[src/rtl/demux_pkg.sv]
// Shared types and helpers for the 1-to-4 stream demultiplexer.
// Port selects and the round-robin pointer share one 2-bit type.
package demux_pkg;

  localparam int NUM_PORTS = 4;

  typedef logic [1:0] port_sel_t;

  // Wrapping increment: 3 rolls over to 0 through the 2-bit result.
  function automatic port_sel_t next_ptr(input port_sel_t ptr);
    return port_sel_t'(ptr + 2'd1);
  endfunction

endpackage

[src/rtl/demux_slot.sv]
// One-entry output holding register with a valid/ready handshake.
// free_o lets the top accept into this slot even while it drains in the same cycle.
module demux_slot #(
  parameter int WIDTH = 1
) (
  input  logic             clk,
  input  logic             rst_n,
  input  logic             load_i,
  input  logic             drain_i,
  input  logic [WIDTH-1:0] data_i,
  output logic             valid_o,
  output logic [WIDTH-1:0] data_o,
  output logic             free_o
);

  logic             valid_q, valid_d;
  logic [WIDTH-1:0] data_q,  data_d;

  // NOTE: every variable gets a default first so no path leaves it unassigned (no latch).
  always_comb begin
    valid_d = valid_q;
    data_d  = data_q;
    if (load_i) begin
      valid_d = 1'b1;
      data_d  = data_i;
    end else if (valid_q && drain_i) begin
      // Data is left in place after a drain; only the valid flag drops.
      valid_d = 1'b0;
    end
  end

  // NOTE: state registers use non-blocking assignments so all flops update together.
  always_ff @(posedge clk) begin
    if (!rst_n) begin
      valid_q <= 1'b0;
      data_q  <= '0;
    end else begin
      valid_q <= valid_d;
      data_q  <= data_d;
    end
  end

  assign valid_o = valid_q;
  assign data_o  = data_q;
  assign free_o  = !valid_q || drain_i;

endmodule

[src/rtl/demux1to4_stream.sv]
// Registered 1-to-4 stream demultiplexer: explicit or round-robin steering into
// four independent holding slots, so back-pressure on one output stalls only its beats.
module demux1to4_stream
  import demux_pkg::*;
#(
  parameter int WIDTH = 1
) (
  input  logic                 clk,
  input  logic                 rst_n,
  input  logic                 rr_en,
  input  logic                 in_valid,
  output logic                 in_ready,
  input  port_sel_t            in_sel,
  input  logic [WIDTH-1:0]     in_data,
  output logic [NUM_PORTS-1:0] out_valid,
  input  logic [NUM_PORTS-1:0] out_ready,
  output logic [WIDTH-1:0]     out0_data,
  output logic [WIDTH-1:0]     out1_data,
  output logic [WIDTH-1:0]     out2_data,
  output logic [WIDTH-1:0]     out3_data,
  output port_sel_t            rr_ptr
);

  port_sel_t            target;
  port_sel_t            rr_ptr_q, rr_ptr_d;
  logic                 accept;
  logic [NUM_PORTS-1:0] load;
  logic [NUM_PORTS-1:0] slot_free;
  logic [WIDTH-1:0]     slot_data [NUM_PORTS];

  // in_ready never looks at in_valid, keeping the handshake loop-free.
  always_comb begin
    target   = rr_en ? rr_ptr_q : in_sel;
    in_ready = slot_free[target];
    accept   = in_valid && in_ready;
    load     = '0;
    load[target] = accept;
    rr_ptr_d = (accept && rr_en) ? next_ptr(rr_ptr_q) : rr_ptr_q;
  end

  always_ff @(posedge clk) begin
    if (!rst_n) begin
      rr_ptr_q <= '0;
    end else begin
      rr_ptr_q <= rr_ptr_d;
    end
  end

  for (genvar n = 0; n < NUM_PORTS; n++) begin : g_slot
    demux_slot #(
      .WIDTH (WIDTH)
    ) u_slot (
      .clk     (clk),
      .rst_n   (rst_n),
      .load_i  (load[n]),
      .drain_i (out_ready[n]),
      .data_i  (in_data),
      .valid_o (out_valid[n]),
      .data_o  (slot_data[n]),
      .free_o  (slot_free[n])
    );
  end

  assign out0_data = slot_data[0];
  assign out1_data = slot_data[1];
  assign out2_data = slot_data[2];
  assign out3_data = slot_data[3];
  assign rr_ptr    = rr_ptr_q;

endmodule

[config.mk]
export PLATFORM = sky130hd
export DESIGN_NAME = demux1to4_stream
export DESIGN_NICKNAME = d
export VERILOG_FILES = /design/src/rtl/demux_pkg.sv /design/src/rtl/demux_slot.sv /design/src/rtl/demux1to4_stream.sv
export SDC_FILE = /design/constraint.sdc
export NUM_CORES = 1
export LEC_CHECK = 0
export ABC_CLOCK_PERIOD_IN_PS = 1900
export CAP_MARGIN = 10
export CELL_PAD_IN_SITES_DETAIL_PLACEMENT = 0
export CELL_PAD_IN_SITES_GLOBAL_PLACEMENT = 2
export CORE_MARGIN = 8
export CORE_UTILIZATION = 22
export CTS_CLUSTER_SIZE = 16
export DETAILED_ROUTE_END_ITERATION = 7
export GPL_TIMING_DRIVEN = 0
export PLACE_DENSITY = 0.77
export SYNTH_ARGS = -nofsm -noshare
export SYNTH_HDL_FRONTEND = slang
export SYNTH_SLANG_ARGS = --single-unit
[constraint.sdc]
create_clock -name clk -period 1.9 [get_ports clk]
set_input_delay 0.475 -clock clk [delete_from_list [all_inputs] [get_ports clk]]
set_output_delay 0.475 -clock clk [all_outputs]
set_load 0.05 [all_outputs]
### Word-level counts from Yosys, hierarchy flattened

Cells that the tools add are included.

| storage, ports and cells | value |
|---|---|
| output and inout bits | 11 |
| input bits | 11 |
| word-level logic and storage cells | 45 |
| register bits | 10 |

| operators by class | value |
|---|---|
| reductions and logical operators | 19 |
| $add $sub $neg | 1 |
| muxes and demuxes | 13 |
| order comparisons | 2 |
| bitwise operators | 1 |

Operator list:

| operator | number |
|---|---|
| 1-bit 2-to-1 mux | 10 |
| 2-bit nonzero test | 4 |
| 1-bit logical AND | 7 |
| 4-bit AND | 1 |
| 1-bit zero test | 4 |
| 1-bit logical OR | 4 |
| 2-bit by 3-bit less-than comparator with 1-bit output (second input constant) | 1 |
| 2-bit by 1-bit adder with 2-bit output (second input constant) | 1 |
| 1-bit binary-select mux with 2-bit select | 1 |
| 1-bit demux with 2-bit select | 1 |
| 2-bit by 1-bit >= comparator with 1-bit output (second input constant) | 1 |
| 2-bit 2-to-1 mux | 1 |

### Depth between registers and ports, before layout

Gate-level depths: netlist (run 1).

| logic depth | value |
|---|---|
| depth in word-level cells | 7 |
| mapped depth | 4 |
| gate-level depth less buffers | 4 |

### Modules after synthesis

A second synthesis (run 1) with hierarchy kept.

| unflattened totals | value |
|---|---|
| cells, all modules | 51 |
| area total of the unflattened synthesis | 533.0 µm² |

By module, submodules not included:

| module | area an instance (µm²) | cells each | times used |
|---|---|---|---|
| demux_slot | 85.1 | 7 | 4 |
| demux1to4_stream | 192.7 | 23 | 1 |

### Worst setup path before layout (run 1)

No wires, ideal clock.

| timing path | value |
|---|---|
| path kind | register -> output |
| from | register rr_ptr_q[1], in the netlist rr_ptr[1] |
| to | output in_ready |
| stages on the path, launching flop included | 4 |
| arrival | 1856 ps |
| setup slack | -431 ps |
| required time | 1425 ps |
| cell sequence | dfxtp_1 -> mux2i_2 -> mux2i_1 -> mux2i_1 |

| between the ends | value |
|---|---|
| cells in the longest elaborated chain, start to end | 3 |

RTL lines:

| element | line | RTL |
|---|---|---|
| start, declared | demux1to4_stream.sv:25 | `port_sel_t rr_ptr_q, rr_ptr_d;` |
| start signal, assigned | demux1to4_stream.sv:45 | `rr_ptr_q <= rr_ptr_d;` |
| 2-bit 2-to-1 mux | demux1to4_stream.sv:33 | `target = rr_en ? rr_ptr_q : in_sel;` |
| 1-bit binary-select mux with 2-bit select | demux1to4_stream.sv:34 | `in_ready = slot_free[target];` |
| 1-bit 2-to-1 mux (implied by the code) | demux1to4_stream.sv:34 |  |
| end, declared | demux1to4_stream.sv:12 | `output logic in_ready,` |

Every way passes these cells. The select of a mux whose other input is x is not followed.

### Worst setup path after layout (run 1)

| timing path | value |
|---|---|
| from | input rr_en |
| to | output in_ready |

| between the ends | value |
|---|---|
| cells in the longest elaborated chain, start to end | 3 |

RTL lines:

| element | line | RTL |
|---|---|---|
| start, declared | demux1to4_stream.sv:10 | `input logic rr_en,` |
| 2-bit 2-to-1 mux | demux1to4_stream.sv:33 |  |
| 1-bit binary-select mux with 2-bit select | demux1to4_stream.sv:34 |  |
| 1-bit 2-to-1 mux (implied by the code) | demux1to4_stream.sv:34 |  |

Every way passes these cells. The select of a mux whose other input is x is not followed.

==> out/qor.yml, run 1 <==
outcome: "finished, violations left"
failed_checks: "negative setup slack"
synth_mux_area_frac: 0.188
synthXorXnorAreaFrac: 0
synthSimpleGateAreaFrac: 0.221
slew_headroom: 0.664
avgRoutedWirePerCell_um: 12.2
worstSetupEndpointType: "output port"
synth_top_family_by_area: "simple AND/OR/NAND/NOR gates"
nFillCells: 235
synth-edff-count: 0
ff2ff_setup_slack_ps: 320
syn-num-nets: 62
skew_ps: 1.21
dp_hpwl_um: 926
ys_warn_count: 0
crit_fanout: 4
antenna_found_initial: 0
tns_ps: -71.1
min_from: "g_slot[1].u_slot.data_o"
numPortBuffers: 21
viasPerCell: 4.44
min_path_type: "reg -> reg"
vdd_ir_drop_max_v: 0.000427
seqCellArea_um2: 201
period_share: 1.04
gp_congestion: 0.701
clock_sinks: 10
synth_fa_ha_area_frac: 0
first_pass_iters: 4
synthCells: 51
synth_flop_cell: "dfxtp_1"
start_kind: "input pin"
grt_max_degree: 11
cts_hold_buf: 0
drc_errors: 0
power_uw: 564
setup_viol_count_final: 1
arrival_ps: 1500
fmax_mhz: 507
r2r-end: "rr_ptr[1]"
cts_root_buffer: "clkbuf_4"
gr-total-overflow: 0
design_area_um2: 892
clk_latency_ps: 270
rsz0062_at_grt: "true"
grtUsageTotal: 0.0716
ys_types: 19
drv_cap: 0
initial_core_util: 0.230
antennaDiodeCount: 0
synth_compound_area_frac: 0.115
cts_tree: "built"
synth_async_sr_flop_share: 0
die_area_mm2: 0.00405
hold_end: "g_slot[1].u_slot.data_o"
dr_total_vias: 480
synth_seq_cells: 10
min_period_ps: 1970
drt-total-wl_um: 1320
grt_first_pass_wirelength_um: 2290
reg2reg_depth: 5
multi_input_area_um2: 350
synth.top_cell.area_share: 0.401
syn_avg_cell_area_um2: 9.79
core-area_mm2: 0.00217
leakagePower_uw: 0.000400
fin_nets: 92
first_iter_violations: 6
worst_ep_required_time_ps: 1420
cts_max_level: 1
tightest_slew_ps: 503
placed_cell_area_um2: 762
path_class: "in -> out"
synth_top_cell_by_area: "dfxtp_1"
utilization: 0.411
syn_area_um2: 499
ys_seq_area_frac: 0.401
finalHoldViolations: 0
whs_path_depth: 2
grt_pass1_vias: 485
power_density_mw_per_mm2: 632
io_pins: 22
final_antenna_net_count: 0
rows: 17
drive_gt1_frac: 0.325
timing.rr.start: "rr_ptr[1]"
die_w_um: 63.6
clkTransAtPathRegs_ps: 70
slew_viol_final: 0
cts_buffers: 3
timing.final.ws_setup_ps: -71.1
cts_max_path_buffers: 2
synth_area_leaders: "dfxtp_1 40%, mux2i_1 16%, a21boi_0 7.5%"
die_h_um: 63.6
syn_to_final_growth_pct: 78.7
[where the power goes]
group	leakage (uW)	total, uW	switching [uW]	internal [uW]
Combinational	0.000297	144	74.5	69.3
Sequential	0.0000819	228	8.67	219
Clock	0.0000210	192	76.1	116
Total	0.000400	564	159	405
[flip-flops by register name (all words and copies together) (netlist names)]
signal and flops:
g_slot.u_slot.data_o 4, g_slot.u_slot.valid_o 4, rr_ptr 2
[cell type report]
| cell class | instances | area share |
|---|---|---|
| plain buffers | 5 | 0.0379 |
| clock buffers | 4 | 0.0407 |
| flip-flops and latches | 10 | 0.226 |
| multi-input cells | 35 | 0.393 |
| repair buffers | 25 | 0.259 |
| inverters | 1 | 0.00421 |
| well taps | 28 | 0.0393 |
[layer usage]
layer | GRT usage | vias up | wire length (um)
met1 | 0.0734 | 220 | 537
li1 | - | 235 | -
met3 | 0.0442 | 6 | 95
met5 | 0 | - | 0
met4 | 0.0251 | 0 | 25
met2 | 0.117 | 19 | 662
[synthesized netlist by cell type (all sizes together) (4+ instances only)]
| cell type | instances |
|---|---|
| dfxtp | 10 |
| nor2b | 4 |
| a21boi | 6 |
| nand2b | 4 |
| buf | 4 |
| nand2 | 4 |
| mux2i | 9 |
[what timing repair did]
item / 4_1_cts / 5_1_grt
resized for setup: 36 / 3
endpoints found under the setup margin: 12 / 2
buffers inserted: 1 / 3
[worst max-delay path by stage]
stage                            start        to
after floorplan                  rr_en  in_ready
after global placement           rr_en  in_ready
after detailed placement         rr_en  in_ready
after CTS                 out_ready[0]  in_ready
after global routing             rr_en  in_ready
final                            rr_en  in_ready
[through the flow]
step | cells | hold slack, ps | setup slack, ps
global placement | 100 | 448 | -1340
CTS | 105 | 465 | -117
finish | 108 | 459 | -71.1
detailed placement | 100 | 446 | -1310
global route | 108 | 479 | -102
floorplan | 51 | 493 | 34.7
[cell usage in the layout, fill, tap and decap left out, types with 3 or more instances in the layout]
cell / count
a21boi_0: 5
dlygate4sd2_1: 10
nand2_1: 4
clkdlybuf4s50_1: 7
clkbuf_4: 3
buf_4: 8
dfxtp_1: 9
mux2i_1: 4
nor2b_1: 4
nand2b_4: 4
mux2i_4: 5
[worst max-delay path: stages]
cell	delay, ps
buf_8	90
mux2i_4	350
mux2i_4	330
mux2i_4	90
buf_6	160
[logic make-up (layout without fill, tap and decap cells)]
family          after synthesis  in the layout
buf+inv                       6             35
mux                           9              9
simple gates                 18             18
compound gates                8              8
flops                        10             10
(Power assumes the default switching activity.)
==> run 2: changes to the inputs <==
--- a/config.mk
+++ b/config.mk
@@ -10,11 +10,12 @@
 export CELL_PAD_IN_SITES_DETAIL_PLACEMENT = 0
 export CELL_PAD_IN_SITES_GLOBAL_PLACEMENT = 2
 export CORE_MARGIN = 8
-export CORE_UTILIZATION = 22
+export CORE_UTILIZATION = 24
+export CTS_BUF_LIST = sky130_fd_sc_hd__clkbuf_2
 export CTS_CLUSTER_SIZE = 16
 export DETAILED_ROUTE_END_ITERATION = 7
 export GPL_TIMING_DRIVEN = 0
-export PLACE_DENSITY = 0.77
+export PLACE_DENSITY = 0.82
 export SYNTH_ARGS = -nofsm -noshare
 export SYNTH_HDL_FRONTEND = slang
 export SYNTH_SLANG_ARGS = --single-unit
==> out/qor.yml, run 2 (synthesized netlist as in run 1, its figures left out) <==
min_period_ps: 1950  # was 1970 ps
slew_viol_final: 0  # unchanged
nFillCells: 213  # was 235
power_density_mw_per_mm2: 540  # was 632 mW/mm^2
swShare: 0.313  # was 0.282
reg2reg_depth: 5  # unchanged
rsz0062_at_grt: "true"  # unchanged
syn_to_final_growth_pct: 81.7  # was 78.7%
crit_fanout: 3  # was 4
drt-total-wl_um: 1390  # was 1320 um
cts_buffers: 3  # unchanged
slew_headroom: 0.663  # was 0.664
timing.final.ws_setup_ps: -54.6  # was -71.1 ps
grt_pass1_vias: 462  # was 485
finalHoldViolations: 0  # unchanged
cts_root_buffer: "clkbuf_2"  # was clkbuf_4
first_pass_iters: 2  # was 4
failed_checks: "negative setup slack"  # unchanged
viasPerCell: 4.30  # was 4.44
period_share: 1.03  # was 1.04
startpoint: "out_ready[0]"  # was rr_en
die_h_um: 61.6  # was 63.6 um
antennaDiodeCount: 0  # unchanged
die_area_mm2: 0.00380  # was 0.00405 mm^2
avgRoutedWirePerCell_um: 12.8  # was 12.2 um
leakagePower_uw: 0.000444  # was 0.000400 uW
die_w_um: 61.6  # was 63.6 um
worst_ep_required_time_ps: 1420  # about the same
cts_max_path_buffers: 2  # unchanged
final_antenna_net_count: 0  # unchanged
start_kind: "input pin"  # unchanged
clock_sinks: 10  # unchanged
first_iter_violations: 3  # was 6
gr-total-overflow: 0  # unchanged
rows: 16  # was 17
tns_ps: -54.6  # was -71.1 ps
dp_hpwl_um: 994  # was 926 um
initial_core_util: 0.254  # was 0.230
clkPwrFrac: 0.230  # was 0.341
arrival_ps: 1480  # was 1500 ps
share_seq_of_total_power: 0.464  # was 0.404
final_common_cell: "buf_4"  # was dlygate4sd2_1
utilization: 0.462  # was 0.411
path_class: "in -> out"  # unchanged
skew_ps: 2.34  # was 1.21 ps
clk_latency_ps: 240  # was 270 ps
io_pins: 22  # unchanged
gp_congestion: 0.706  # was 0.701
hold-worst-slack_ps: 464  # was 459 ps
grt_max_degree: 11  # unchanged
min_path_type: "reg -> reg"  # unchanged
drive_gt1_frac: 0.341  # was 0.325
cts_tree: "built"  # unchanged
vdd_ir_drop_max_v: 0.000273  # was 0.000427 V
numPortBuffers: 21  # unchanged
cp-endpoint: "in_ready"  # unchanged
tightest_slew_ps: 504  # was 503 ps
power.switching_uw: 154  # was 159 uW
fmax_mhz: 512  # was 507 MHz
grtUsageTotal: 0.0717  # was 0.0716
clkTransAtPathRegs_ps: 100  # was 70 ps
drv_cap: 0  # unchanged
worstSetupEndpointType: "output port"  # unchanged
drc_errors: 0  # unchanged
timing.rr.start: "rr_ptr[0]"  # was rr_ptr[1]
setup_viol_count_final: 1  # unchanged
internal_power_uw: 337  # was 405 uW
antenna_found_initial: 0  # unchanged
dr_total_vias: 469  # was 480
final_cell_mix: "11 x buf_4, 9 x dfxtp_1, 8 x dlygate4sd2_1, 6 x clkdlybuf4s50_1"  # was 10 x dlygate4sd2_1, 9 x dfxtp_1, 8 x buf_4, 7 x clkdlybuf4s50_1
ff2ff_setup_slack_ps: 320  # about the same
outcome: "finished, violations left"  # unchanged
r2r-end: "g_slot[3].u_slot.data_o"  # was rr_ptr[1]
core-area_mm2: 0.00196  # was 0.00217 mm^2
p_comb_frac: 0.306  # was 0.255
fin_nets: 95  # was 92
cts_max_level: 1  # unchanged
grt_first_pass_wirelength_um: 2040  # was 2290 um
-- run 2: changes by cell type in the layout (fill, tap and decap cells not counted), sizes merged --
cell and delta:
dlymetal6s2s +3, clkbuf -1, dlygate4sd2 -2, clkdlybuf4s50 -1
buf +3
-- run 2: timing repair --
item                                    in CTS  in global routing
gates resized for setup                     36                  6
hold buffers                                 0                  0
buffers inserted                             2                  5
endpoints found under the setup margin      10                  4
pin swaps                                    0                  0
-- run 2: layout make-up --
class                   count  area, um^2  area share
inverters                   1        3.75     0.00414
flip-flops and latches     10         201       0.222
repair buffers             28         269       0.297
well taps                  27        33.8      0.0372
plain buffers               5        33.8      0.0372
clock buffers               3        15.0      0.0166
multi-input cells          35         350       0.386
-- run 2: worst max-delay path, cell delays in order --
cell and delay, ps:
clkdlybuf4s50_1 460, nand2b_4 140, mux2i_4 80, mux2i_4 150, buf_6 180
-- run 2: per-stage QoR --
stage / total power, uW / setup WS, ps / cells / area, um^2
2_1_floorplan: 309 / 34.7 / 51 / 517
3_3_place_gp: 359 / -1340 / 99 / 761
3_5_place_dp: 360 / -1330 / 99 / 761
4_1_cts: 490 / -95.5 / 104 / 846
5_1_grt: 518 / -104 / 109 / 907
6_report: 490 / -54.6 / 109 / 907
-- run 2: power groups by stage --
| stage | logic (uW) | clock network, uW | registers (uW) |
|---|---|---|---|
| 6_report | 150 | 113 | 228 |
| 5_1_grt | 159 | 131 | 229 |
| 4_1_cts | 141 | 121 | 228 |
| 3_5_place_dp | 130 | 0 | 230 |
| 3_3_place_gp | 130 | 0 | 230 |
| 2_1_floorplan | 61.0 | 0 | 248 |
-- run 2: worst min-delay path by stage --
stage / endpoint / slack, ps / cells after the start / from
6_report: g_slot[1].u_slot.data_o / 460 / 2 / g_slot[1].u_slot.data_o
2_1_floorplan: g_slot[3].u_slot.valid_o / 490 / 2 / g_slot[3].u_slot.valid_o
4_1_cts: g_slot[3].u_slot.data_o / 470 / 2 / g_slot[3].u_slot.data_o
3_5_place_dp: g_slot[3].u_slot.data_o / 450 / 2 / g_slot[3].u_slot.data_o
3_3_place_gp: g_slot[3].u_slot.data_o / 450 / 2 / g_slot[3].u_slot.data_o
5_1_grt: g_slot[1].u_slot.data_o / 480 / 2 / g_slot[1].u_slot.data_o
-- run 2: layer usage --
| metal | global-route usage | vias up | part of all wire |
|---|---|---|---|
| met2 | 0.112 | 13 | 0.51 |
| met1 | 0.0830 | 215 | 0.43 |
| li1 | - | 239 | - |
| met3 | 0.0188 | 2 | 0.043 |
| met4 | 0.0487 | 0 | 0.010 |
| met5 | 0 | - | 0 |
==> run 3: changes to the inputs <==
--- a/config.mk
+++ b/config.mk
@@ -15,7 +15,8 @@
 export CTS_CLUSTER_SIZE = 16
 export DETAILED_ROUTE_END_ITERATION = 7
 export GPL_TIMING_DRIVEN = 0
-export PLACE_DENSITY = 0.82
+export PLACE_DENSITY_LB_ADDON = 0.05
+export SETUP_SLACK_MARGIN = 0.4
 export SYNTH_ARGS = -nofsm -noshare
 export SYNTH_HDL_FRONTEND = slang
 export SYNTH_SLANG_ARGS = --single-unit
==> out/qor.yml, run 3 (synthesized netlist as in run 1, its figures left out) <==
cts_max_path_buffers: 2  # unchanged
power.switching_uw: 160  # was 154 uW
cts_tree: "built"  # unchanged
min_path_type: "reg -> reg"  # unchanged
leakagePower_uw: 0.000415  # was 0.000444 uW
nFillCells: 216  # was 213
slew_viol_final: 0  # unchanged
initial_core_util: 0.254  # unchanged
arrival_ps: 1440  # was 1480 ps
tns_ps: -13.7  # was -54.6 ps
clkPwrFrac: 0.239  # was 0.230
crit_chain: "buf_8 -> mux2i_4 -> mux2i_4 -> mux2i_4 -> buf_6"  # was clkdlybuf4s50_1 -> nand2b_4 -> mux2i_4 -> mux2i_4 -> buf_6
cts_max_level: 1  # unchanged
finalHoldViolations: 0  # unchanged
rsz0062_at_grt: "true"  # unchanged
path_buf_inv: 2  # unchanged
fin_nets: 99  # was 95
period_share: 1.01  # was 1.03
swShare: 0.320  # was 0.313
design_area_um2: 912  # was 907 um^2
crit_path_max_incr_delay_ps: 320  # was 460 ps
worstSetupEndpointType: "output port"  # unchanged
final_cell_mix: "16 x buf_4, 6 x dfxtp_1, 6 x buf_2, 5 x mux2i_4, 5 x dlygate4sd2_1"  # was 11 x buf_4, 9 x dfxtp_1, 8 x dlygate4sd2_1, 6 x clkdlybuf4s50_1
crit_slowest_cell: "mux2i_4"  # was clkdlybuf4s50_1
gp_congestion: 0.710  # was 0.706
placed_cell_area_um2: 783  # was 761 um^2
timing.final.ws_setup_ps: -13.7  # was -54.6 ps
core-area_mm2: 0.00196  # unchanged
first_pass_iters: 4  # was 2
rows: 16  # unchanged
cts_root_buffer: "clkbuf_2"  # unchanged
failed_checks: "negative setup slack"  # unchanged
gr-total-overflow: 0  # unchanged
grtUsageTotal: 0.0835  # was 0.0717
final_common_cell: "buf_4"  # unchanged
antennaDiodeCount: 0  # unchanged
multi_input_area_um2: 360  # was 350 um^2
start_kind: "input pin"  # unchanged
p_comb_frac: 0.305  # was 0.306
whs_path_depth: 2  # unchanged
drt-total-wl_um: 1360  # was 1390 um
cts_hold_buf: 0  # unchanged
clk_latency_ps: 250  # was 240 ps
numPortBuffers: 21  # unchanged
first_iter_violations: 3  # unchanged
wl_met3_um: 122  # was 60 um
tightest_slew_ps: 370  # was 504 ps
power_density_mw_per_mm2: 548  # was 540 mW/mm^2
vdd_ir_drop_max_v: 0.000449  # was 0.000273 V
worst_ep_required_time_ps: 1420  # about the same
internal_power_uw: 340  # was 337 uW
slew_headroom: 0.754  # was 0.663
min_period_ps: 1910  # was 1950 ps
dr_total_vias: 483  # was 469
skew_ps: 0.331  # was 2.34 ps
grt_pass1_vias: 529  # was 462
clock_sinks: 10  # unchanged
cts_buffers: 3  # unchanged
avgRoutedWirePerCell_um: 11.9  # was 12.8 um
grt_first_pass_wirelength_um: 2280  # was 2040 um
grt_max_degree: 11  # unchanged
fmax_mhz: 523  # was 512 MHz
reg2reg_depth: 6  # was 5
outcome: "finished, violations left"  # unchanged
io_pins: 22  # unchanged
share_seq_of_total_power: 0.456  # was 0.464
drive_gt1_frac: 0.529  # was 0.341
antenna_found_initial: 0  # unchanged
setup_viol_count_final: 1  # unchanged
cp_num_cells: 5  # unchanged
final_antenna_net_count: 0  # unchanged
die_h_um: 61.6  # unchanged
viasPerCell: 4.24  # was 4.30
wl_met1_um: 572  # was 601 um
hold-worst-slack_ps: 463  # was 464 ps
critPathTopFamily: "multiplexers"  # was buffers and inverters
drv_cap: 0  # unchanged
drc_errors: 0  # unchanged
dp_hpwl_um: 966  # was 994 um
syn_to_final_growth_pct: 82.7  # was 81.7%
crit_fanout: 3  # unchanged
seqCellArea_um2: 205  # was 201 um^2
die_area_mm2: 0.00380  # unchanged
path_common_cell: "mux2i_4"  # unchanged
die_w_um: 61.6  # unchanged
highest_layer: "met3"  # was met4
path_class: "in -> out"  # unchanged
power_uw: 500  # was 490 uW
route.met2.wl_um: 665  # was 716 um
clkTransAtPathRegs_ps: 100  # about the same
run 3: per-stage QoR:
stage	util	worst slack, ps	instances
floorplan	-	156	51
global placement	0.399	-1300	99
detailed placement	0.399	-1280	99
CTS	0.467	-27.8	113
global route	0.465	-52.0	114
finish	0.465	-13.7	114
run 3: routing by layer:
layer | up-vias | GRT usage
li1 | 251 | -
met1 | 215 | 0.0830
met2 | 17 | 0.142
met3 | 0 | 0.0543
met4 | 0 | 0.0195
met5 | - | 0
run 3: final cells by class:
type | count | share of cell area
Buffer | 5 | 0.0370
Clock buffer | 3 | 0.0165
Clock inverter | 1 | 0.00412
Inverter | 1 | 0.00412
Multi-Input combinational cell | 35 | 0.395
Sequential cell | 10 | 0.225
Tap cell | 27 | 0.0370
Timing Repair Buffer | 32 | 0.281
run 3: timing repair:
action,CTS,global route
pin swaps,1,0
resized for setup,80,15
setup buffers,10,1
setup endpoints to repair,21,12
run 3: final timing paths:
kind / slack (ps) / start / end
setup / recovery: -10 / rr_en / in_ready
hold / removal: 460 / g_slot[3].u_slot.data_o / g_slot[3].u_slot.data_o
setup reg to reg: 270 / rr_ptr[1] / rr_ptr[1]
hold reg to reg: 460 / g_slot[3].u_slot.data_o / g_slot[3].u_slot.data_o
run 3: power by group through the flow:
stage	registers (uW)	clock network [uW]	logic [uW]
floorplan	249	0	64.6
global placement	231	0	136
detailed placement	231	0	136
CTS	228	127	154
global route	230	138	163
finish	228	119	153
run 3: worst reg2reg max path, stage by stage (launching register included):
cell	delay, ps
dfxtp_2	350
mux2i_4	250
mux2i_4	120
buf_4	140
buf_4	130
or4_1	460
a21boi_1	120
